--- config.mk ---
export PLATFORM = sky130hd
export DESIGN_NAME = arb_stream_mux
export DESIGN_NICKNAME = d
export VERILOG_FILES = /design/src/rtl/arb_pkg.sv /design/src/rtl/rr_arbiter.sv /design/src/rtl/arb_stream_mux.sv
export SDC_FILE = /design/constraint.sdc
export NUM_CORES = 1
export LEC_CHECK = 0
export CAP_MARGIN = 20
export CELL_PAD_IN_SITES_DETAIL_PLACEMENT = 2
export CELL_PAD_IN_SITES_GLOBAL_PLACEMENT = 2
export CORE_UTILIZATION = 20
export DETAILED_ROUTE_END_ITERATION = 6
export PLACE_DENSITY = 0.83
export SLEW_MARGIN = 20
export SYNTH_ARGS = -nofsm -noshare
export SYNTH_HDL_FRONTEND = slang
export SYNTH_SLANG_ARGS = --single-unit
export TNS_END_PERCENT = 10
--- constraint.sdc ---
create_clock -name clk -period 3.9 [get_ports clk]
set_input_delay 1.17 -clock clk [delete_from_list [all_inputs] [get_ports clk]]
set_output_delay 1.17 -clock clk [all_outputs]
set_load 0.05 [all_outputs]
--- src/rtl/arb_pkg.sv ---
// Shared types for the stream arbitration blocks.
package arb_pkg;

    typedef enum logic {
        IDLE,
        LOCKED
    } arb_state_t;

endpackage

--- src/rtl/rr_arbiter.sv ---
// Combinational first-requester search, starting at ptr (round-robin) or at index 0.
module rr_arbiter #(
    parameter int unsigned N           = 4,
    parameter bit          ROUND_ROBIN = 1'b1,
    localparam int unsigned CW         = $clog2(N)
) (
    input  logic [N-1:0]  req,
    input  logic [CW-1:0] ptr,
    output logic [CW-1:0] gnt_idx,
    output logic          gnt_any
);

    logic [CW-1:0] base;
    logic [N-1:0]  rot;
    int unsigned   sum;

    always_comb begin
        base    = ROUND_ROBIN ? ptr : '0;
        // Doubling the request vector lets a plain shift implement the wrap.
        rot     = N'({req, req} >> base);
        gnt_any = 1'b0;
        gnt_idx = '0;
        sum     = 0;
        // Descending scan so the lowest offset from base is the final winner.
        for (int k = N - 1; k >= 0; k--) begin
            if (rot[k]) begin
                gnt_any = 1'b1;
                sum     = int'(base) + k;
                if (sum >= N) begin
                    sum = sum - N;
                end
                gnt_idx = CW'(sum);
            end
        end
    end

endmodule

--- src/rtl/arb_stream_mux.sv ---
// N-to-1 valid/ready stream mux with packet locking and a registered output beat.
module arb_stream_mux
    import arb_pkg::*;
#(
    parameter int unsigned N           = 4,
    parameter int unsigned W           = 8,
    parameter bit          ROUND_ROBIN = 1'b1,
    localparam int unsigned CW         = $clog2(N)
) (
    input  logic           clk,
    input  logic           rst_n,
    input  logic [N-1:0]   in_valid,
    output logic [N-1:0]   in_ready,
    input  logic [N*W-1:0] in_data,
    input  logic [N-1:0]   in_last,
    output logic           out_valid,
    input  logic           out_ready,
    output logic [W-1:0]   out_data,
    output logic           out_last,
    output logic [CW-1:0]  out_sel,
    output logic           busy
);

    arb_state_t    state_q;
    logic [CW-1:0] ptr_q;
    logic [CW-1:0] lock_q;

    logic [CW-1:0] gnt_idx;
    logic          gnt_any;
    logic [CW-1:0] sel;
    logic          sel_ok;
    logic          slot_free;
    logic          xfer;
    logic [W-1:0]  sel_data;
    logic          sel_last;
    logic [CW-1:0] ptr_d;

    rr_arbiter #(
        .N          (N),
        .ROUND_ROBIN(ROUND_ROBIN)
    ) u_arb (
        .req    (in_valid),
        .ptr    (ptr_q),
        .gnt_idx(gnt_idx),
        .gnt_any(gnt_any)
    );

    always_comb begin
        slot_free = !out_valid || out_ready;
        sel       = (state_q == LOCKED) ? lock_q : gnt_idx;
        sel_ok    = (state_q == LOCKED) || gnt_any;
        in_ready  = '0;
        // Gated by rst_n so no channel sees a handshake while held in reset.
        if (rst_n && sel_ok && slot_free) begin
            in_ready[sel] = 1'b1;
        end
        xfer     = |(in_valid & in_ready);
        sel_data = '0;
        sel_last = 1'b0;
        for (int i = 0; i < N; i++) begin
            if (CW'(i) == sel) begin
                sel_data = in_data[i*W +: W];
                sel_last = in_last[i];
            end
        end
        ptr_d = (sel == CW'(N - 1)) ? '0 : sel + CW'(1);
    end

    always_ff @(posedge clk or negedge rst_n) begin
        if (!rst_n) begin
            state_q   <= IDLE;
            ptr_q     <= '0;
            lock_q    <= '0;
            out_valid <= 1'b0;
            out_data  <= '0;
            out_last  <= 1'b0;
            out_sel   <= '0;
        end else if (xfer) begin
            out_valid <= 1'b1;
            out_data  <= sel_data;
            out_last  <= sel_last;
            out_sel   <= sel;
            ptr_q     <= ptr_d;
            if (state_q == IDLE) begin
                if (!sel_last) begin
                    lock_q  <= sel;
                    state_q <= LOCKED;
                end
            end else if (sel_last) begin
                state_q <= IDLE;
            end
        end else if (out_ready) begin
            out_valid <= 1'b0;
        end
    end

    assign busy = (state_q == LOCKED);

endmodule

==> run summary, run 1 <==
Vias post-DR - 1,415
Total track usage - 0.183
Setup Skew - 0.00163 ns
Drt first pass iters - 4
Average wire per standard cell - 19.5 microns
Deepest clock path buffer count - 2
Final Critical Period - 3.90 ns
Worst hold start - out_data[1]
Final Hold Fails - 0
Hold depth - 1
Origin of the critical flop-to-flop path - ptr_q[1]
Slew Viols, Final - 0
Static leakage - 1.02 nW
Fill cell count - 640
Wire length on met3 - 270 microns
Cell with the most instances after synthesis - dfrtp_1
IO Pins - 60
Async set-reset flop share out of synthesis - 1.00
PortBufs - 59
Worst Path Class, Setup - input pin to output port
Clock Root Buffer - clkbuf_8
TritonCTS Buffers - 3
Layout cells sized above 1 - 0.395
Met2 wire length - 2.97 mm
Post-DP HPWL - 3.66 mm
Maximum vdd drop - 0.324 mV
Syn Nets - 170
Initial drt markers - 67
Leading area contributor after synthesis - dfrtp_1
Top Layer Used - met4
Max_slew headroom - 0.641
Largest family of logic cells by synthesized area - compound AO/OA/AOI/OAI gates
Pre-CTS WS - -0.420 ns
Max Cap Viol - 0
Worst R2R End - out_sel[1]
R2R depth - 19
Worst R2R Setup Slack - 0.59 ns
Sink Count - 17
Worst-margin pin slew - 0.537 ns
Mapped cell area - 1210 sq um
Nets@finish - 268
Synthesis-to-finish area growth - 93.1%
Met1 wire length - 2.41 mm
Die ar. - 6380 sq um
Final Setup Violations - 0
RSZ-0062 raised after global routing - true
Die width - 79.9 microns
Antenna violations before repair - 0
Sequential element share of the synthesized area - 0.351
Clk_lat worst skew - 0.26 ns
WHS Endpoint - out_data[1]
Pwr dens - 949 nW/um^2
Outcome - completed
Starting Density - 0.206
Core footprint - 5890 sq um
Syn Inst Count - 123
CTS tree - done
First-pass GRT wire length - 8.69 mm
Max Freq - 256 MHz
Top post-synthesis cells by area - dfrtp_1, mux2_4, mux2_2
Hold WC Path Type - flip-flop to flip-flop
RD Place Congestion - 0.742
Utilization after layout - 0.398
Final Routed Wirelength - 5.75 mm
Die height - 79.9 microns
Cell count after placement - 271
Required time of the critical path - 2.73 ns
CTS H-Tree Depth - 1
Overflow after GRT - 0
Max incr delay on CP - 0.29 ns
CP max stage cell - o211ai_1
Adder-cell share of the synthesized area - 0.0412
Main flop type after synthesis - dfrtp_1
Startpoint type of the worst setup path - input pin
Ys Warns - 0
Via density per instance - 4.80
Top cell type's share of synthesized area - 0.351
Simple-Gate Fraction of Synth Area - 0.161
Hold_buf cts - 0
Crit-path cells - buf_2 -> buf_6 -> nor2b_1 -> o21a_1 -> o211ai_1 -> nand2_2 -> ha_4 -> inv_2 -> nor2_4 -> buf_12
Multi-input logic area - 826 sq um
Hold_ws - 0.519 ns
XOR/XNOR Fraction of Synth Area - 0
Worst-path clk slew - 0.07 ns
Yosys cell types - 39
Crit path capture type - output port
Multiplexer area fraction after synthesis - 0.146
Crit path from - in_valid[1]
Post-route insts no fill - 295
# DRC - 0
Vias in the first global route - 1,534
Synthesized area per cell - 9.87 sq um
Flops & latches, synth - 17
Register area - 425 sq um
Data arrival, critical path - 2.73 ns
Final Cycle Share - 1.00
# diodes - 0
Most instantiated cells after synthesis - dfrtp_1, nand2_1, nor2_1
Post-synth EDFFs - 0
Antenna Nets Post-Route - 0
Final setup margin - 0.000888 ns
Synth Area in Compound Gates - 0.253
Pin count of the biggest net entering global routing - 19
CP max FO - 5
Cell row count - 28
-- report_power, final --
part	switching, mW	internal [mW]
combinational	0.908	0.826
sequential	0.0849	0.265
clock	0.0706	0.0712
total	1.06	1.16
-- sequential cells by signal (all words and copies together) (netlist names) --
| name | flops |
|---|---|
| ptr_q | 2 |
| out_data | 8 |
| out_valid | 1 |
| out_sel | 2 |
| busy | 1 |
| lock_q | 2 |
| out_last | 1 |
-- cell type report --
cell class / instances / share of cell area
Clock buffer: 3 / 0.0176
Inverter: 5 / 0.0101
Sequential cell: 17 / 0.182
Clock inverter: 1 / 0.00214
Timing Repair Buffer: 99 / 0.396
Multi-Input combinational cell: 95 / 0.352
Tap cell: 75 / 0.0400
-- through the flow --
| step | total power [mW] | TNS, ns | area (sq um) |
|---|---|---|---|
| detailed placement | 1.76 | -4.63 | 2070 |
| floorplan | 1.23 | -0.129 | 1240 |
| global placement | 1.71 | -1.87 | 2070 |
| finish | 2.22 | 0 | 2340 |
| CTS | 2.11 | 0 | 2300 |
| global route | 2.36 | -0.179 | 2340 |
-- what timing repair did --
action | in CTS | in global routing
endpoints found under the setup margin | 14 | 7
gates resized for setup | 27 | 14
pin swaps | 12 | 9
setup buffers | 18 | 2
-- per-layer routing --
metal / global-route usage / vias up
li1: - / 652
met5: 0 / -
met3: 0.0354 / 9
met4: 0.0446 / 0
met1: 0.223 / 710
met2: 0.326 / 44
-- cell families (layout without fill, tap and decap cells) --
kind of cell / count (synthesis) / after routing
compound gates: 39 / 39
flops: 17 / 17
mux: 14 / 14
buf+inv: 11 / 108
simple gates: 38 / 38
fa+ha+maj: 4 / 4
-- worst max-delay path by stage --
stage | cells after the start | endpoint
after floorplan | 7 | in_ready[1]
after global placement | 8 | in_ready[0]
after detailed placement | 8 | in_ready[0]
after CTS | 10 | in_ready[2]
after global routing | 10 | in_ready[3]
final | 10 | in_ready[3]
-- cells in the final DEF (no fill, tap or decap), types with 4 or more instances in the layout --
cell / synthesis / routed
o31ai_1: 7 / 7
mux2_2: 6 / 6
buf_4: 0 / 38
buf_12: 1 / 4
dfrtp_1: 17 / 17
a221oi_1: 7 / 7
nand2_1: 14 / 13
nor2_1: 10 / 8
mux2_4: 6 / 6
clkdlybuf4s50_1: 0 / 51
-- critical path, delay by kind of cell --
kind            cells  cell delay [ns]
compound gates      2             0.53
buf+inv             4             0.48
simple gates        3             0.34
fa+ha+maj           1             0.21
(Power assumes the default switching activity.)
==> run 2: changes to the inputs <==
--- a/config.mk
+++ b/config.mk
@@ -10,7 +10,7 @@
 export CELL_PAD_IN_SITES_GLOBAL_PLACEMENT = 2
 export CORE_UTILIZATION = 20
 export DETAILED_ROUTE_END_ITERATION = 6
-export PLACE_DENSITY = 0.83
+export PLACE_DENSITY_LB_ADDON = 0.12
 export SLEW_MARGIN = 20
 export SYNTH_ARGS = -nofsm -noshare
 export SYNTH_HDL_FRONTEND = slang
==> run 2 against run 1 <==
  * Design area is 4.1% lower
  * Register-to-register slack better by 0.19 ns
  * Non-clock buffer count is 9 lower
  * Fmax is 0.71% higher
  * Power is 9.5% lower
  * Highest routed layer unchanged
  * Sequential power is 1% lower
  * Final cell count is 3.1% lower
  * Clock power is 5% lower
  * Global-route usage is 2.8 points lower
  * Worst hold slack worse by 0.0086 ns
==> run summary, run 2 (synthesized netlist as in run 1, its figures left out) <==
M3 GR Usage - 0.0320 (was 0.0354)
Final Routed Wirelength - 4.73 mm (was 5.75 mm)
Max reg flops - 8 (unchanged)
Overflow after GRT - 0 (unchanged)
Antenna Nets Post-Route - 0 (unchanged)
TritonCTS Buffers - 3 (unchanged)
Register area - 425 sq um (unchanged)
Die width - 79.9 microns (unchanged)
Pin count of the biggest net entering global routing - 19 (unchanged)
Max Cap Viol - 0 (unchanged)
Static leakage - 0.969 nW (was 1.02 nW)
Hold WC Path Type - flip-flop to flip-flop (unchanged)
Total track usage - 0.154 (was 0.183)
Max incr delay on CP - 0.35 ns (was 0.29 ns)
Die height - 79.9 microns (unchanged)
Synthesis-to-finish area growth - 85.3% (was 93.1%)
RSZ-0062 raised after global routing - false (was true)
CP max FO - 3 (was 5)
Final Setup Violations - 0 (unchanged)
Vias post-DR - 1,337 (was 1,415)
Hold_ws - 0.510 ns (was 0.519 ns)
Drt first pass iters - 2 (was 4)
Die ar. - 6380 sq um (unchanged)
Max Freq - 258 MHz (was 256 MHz)
Starting Density - 0.206 (unchanged)
Worst-path clk slew - 0.07 ns (about the same)
Pwr dens - 895 nW/um^2 (was 949 nW/um^2)
GR peak layer - met2 (unchanged)
Antenna violations before repair - 0 (unchanged)
Vias in the first global route - 1,464 (was 1,534)
Multi-input logic area - 806 sq um (was 826 sq um)
Crit-path cells - buf_6 -> a21boi_2 -> a311o_1 -> o211a_1 -> a21oi_2 -> ha_2 -> and2_4 -> buf_12 (was buf_2 -> buf_6 -> nor2b_1 -> o21a_1 -> o211ai_1 -> nand2_2 -> ha_4 -> inv_2 -> nor2_4 -> buf_12)
PortBufs - 59 (unchanged)
RD Place Congestion - 0.793 (was 0.742)
Nets@finish - 259 (was 268)
Post-DP HPWL - 3.73 mm (was 3.66 mm)
Hold_buf cts - 0 (unchanged)
Worst Path Class, Setup - input pin to output port (unchanged)
First-pass GRT wire length - 7.50 mm (was 8.69 mm)
Initial drt markers - 18 (was 67)
Max_slew headroom - 0.666 (was 0.641)
Clk_lat worst skew - 0.25 ns (was 0.26 ns)
Post-place instance area - 2080 sq um (was 2070 sq um)
Slew Viols, Final - 0 (unchanged)
Worst-margin pin slew - 0.499 ns (was 0.537 ns)
Final Hold Fails - 0 (unchanged)
Most frequent cells in the layout - clkdlybuf4s50_1, buf_4, dfrtp_1 (unchanged)
Utilization after layout - 0.382 (was 0.398)
CTS tree - done (unchanged)
# diodes - 0 (unchanged)
Via density per instance - 4.67 (was 4.80)
Cell row count - 28 (unchanged)
Required time of the critical path - 2.73 ns (about the same)
Fill cell count - 659 (was 640)
IO Pins - 60 (unchanged)
CTS H-Tree Depth - 1 (unchanged)
Deepest clock path buffer count - 2 (unchanged)
Startpoint type of the worst setup path - input pin (unchanged)
Crit path capture type - output port (unchanged)
Grt met2 use - 0.266 (was 0.326)
Maximum vdd drop - 0.385 mV (was 0.324 mV)
CP max stage cell - a311o_1 (was o211ai_1)
Clock Root Buffer - clkbuf_8 (unchanged)
# DRC - 0 (unchanged)
Design area - 2250 sq um (was 2340 sq um)
Reg with most FFs - out_data (unchanged)
Met1 Use GR - 0.193 (was 0.223)
Layout cells sized above 1 - 0.370 (was 0.395)
Core footprint - 5890 sq um (unchanged)
Final Power - 2.01 mW (was 2.22 mW)
Commonest non-fill, non-tap cell in the layout - clkdlybuf4s50_1 (unchanged)
Average wire per standard cell - 16.5 microns (was 19.5 microns)
Final Cycle Share - 0.993 (was 1.00)
Data arrival, critical path - 2.70 ns (was 2.73 ns)
Sink Count - 17 (unchanged)
Setup Skew - 0.00388 ns (was 0.00163 ns)
Outcome - completed (unchanged)
Final Critical Period - 3.87 ns (was 3.90 ns)
[run 2: layer usage]
layer / share of wire / routed length, microns
met5: 0 / 0
met4: 0.018 / 87
met3: 0.036 / 171
met2: 0.52 / 2440
met1: 0.43 / 2040
[run 2: worst paths after layout]
check,startpoint,end,slack (ns),depth (start not counted)
worst max-delay path,in_valid[2],in_ready[0],0.03,8
worst min register to register,lock_q[0],lock_q[0],0.51,1
min in group asynchronous,rst_n,ptr_q[1],1.34,2
max in group asynchronous,rst_n,out_data[3],2.42,2
worst max register to register,ptr_q[1],out_data[4],0.78,13
worst min-delay path,lock_q[0],lock_q[0],0.51,1
[run 2: per-stage QoR]
step | cells | TNS, ns | worst slack (ns)
3_5_place_dp | 272 | -6.60 | -0.567
5_1_grt | 286 | 0 | 0.00225
4_1_cts | 282 | 0 | 0.00452
6_report | 286 | 0 | 0.0283
2_1_floorplan | 123 | -0.129 | -0.103
3_3_place_gp | 272 | -3.54 | -0.427
[run 2: final cells by class]
type	instances	share of cell area
clock buffers	3	0.0184
clock inverters	1	0.00223
multi-input cells	95	0.358
well taps	75	0.0417
flip-flops and latches	17	0.189
inverters	5	0.00890
repair buffers	90	0.381
[run 2: worst max-delay path, delay by kind of cell]
kind / cells / cell delay (ns)
fa+ha+maj: 1 / 0.22
compound gates: 4 / 0.92
simple gates: 1 / 0.16
buf+inv: 2 / 0.23
[run 2: power by group]
part,internal (mW),total (mW),switching [mW]
Sequential,0.265,0.345,0.0800
Clock,0.0710,0.135,0.0639
Combinational,0.727,1.53,0.806
Total,1.06,2.01,0.950
[run 2: timing repair]
action                                  4_1_cts  5_1_grt
endpoints found under the setup margin       14        4
resized for setup                            28        9
pin swaps                                    11        9
buffers inserted                              6        4
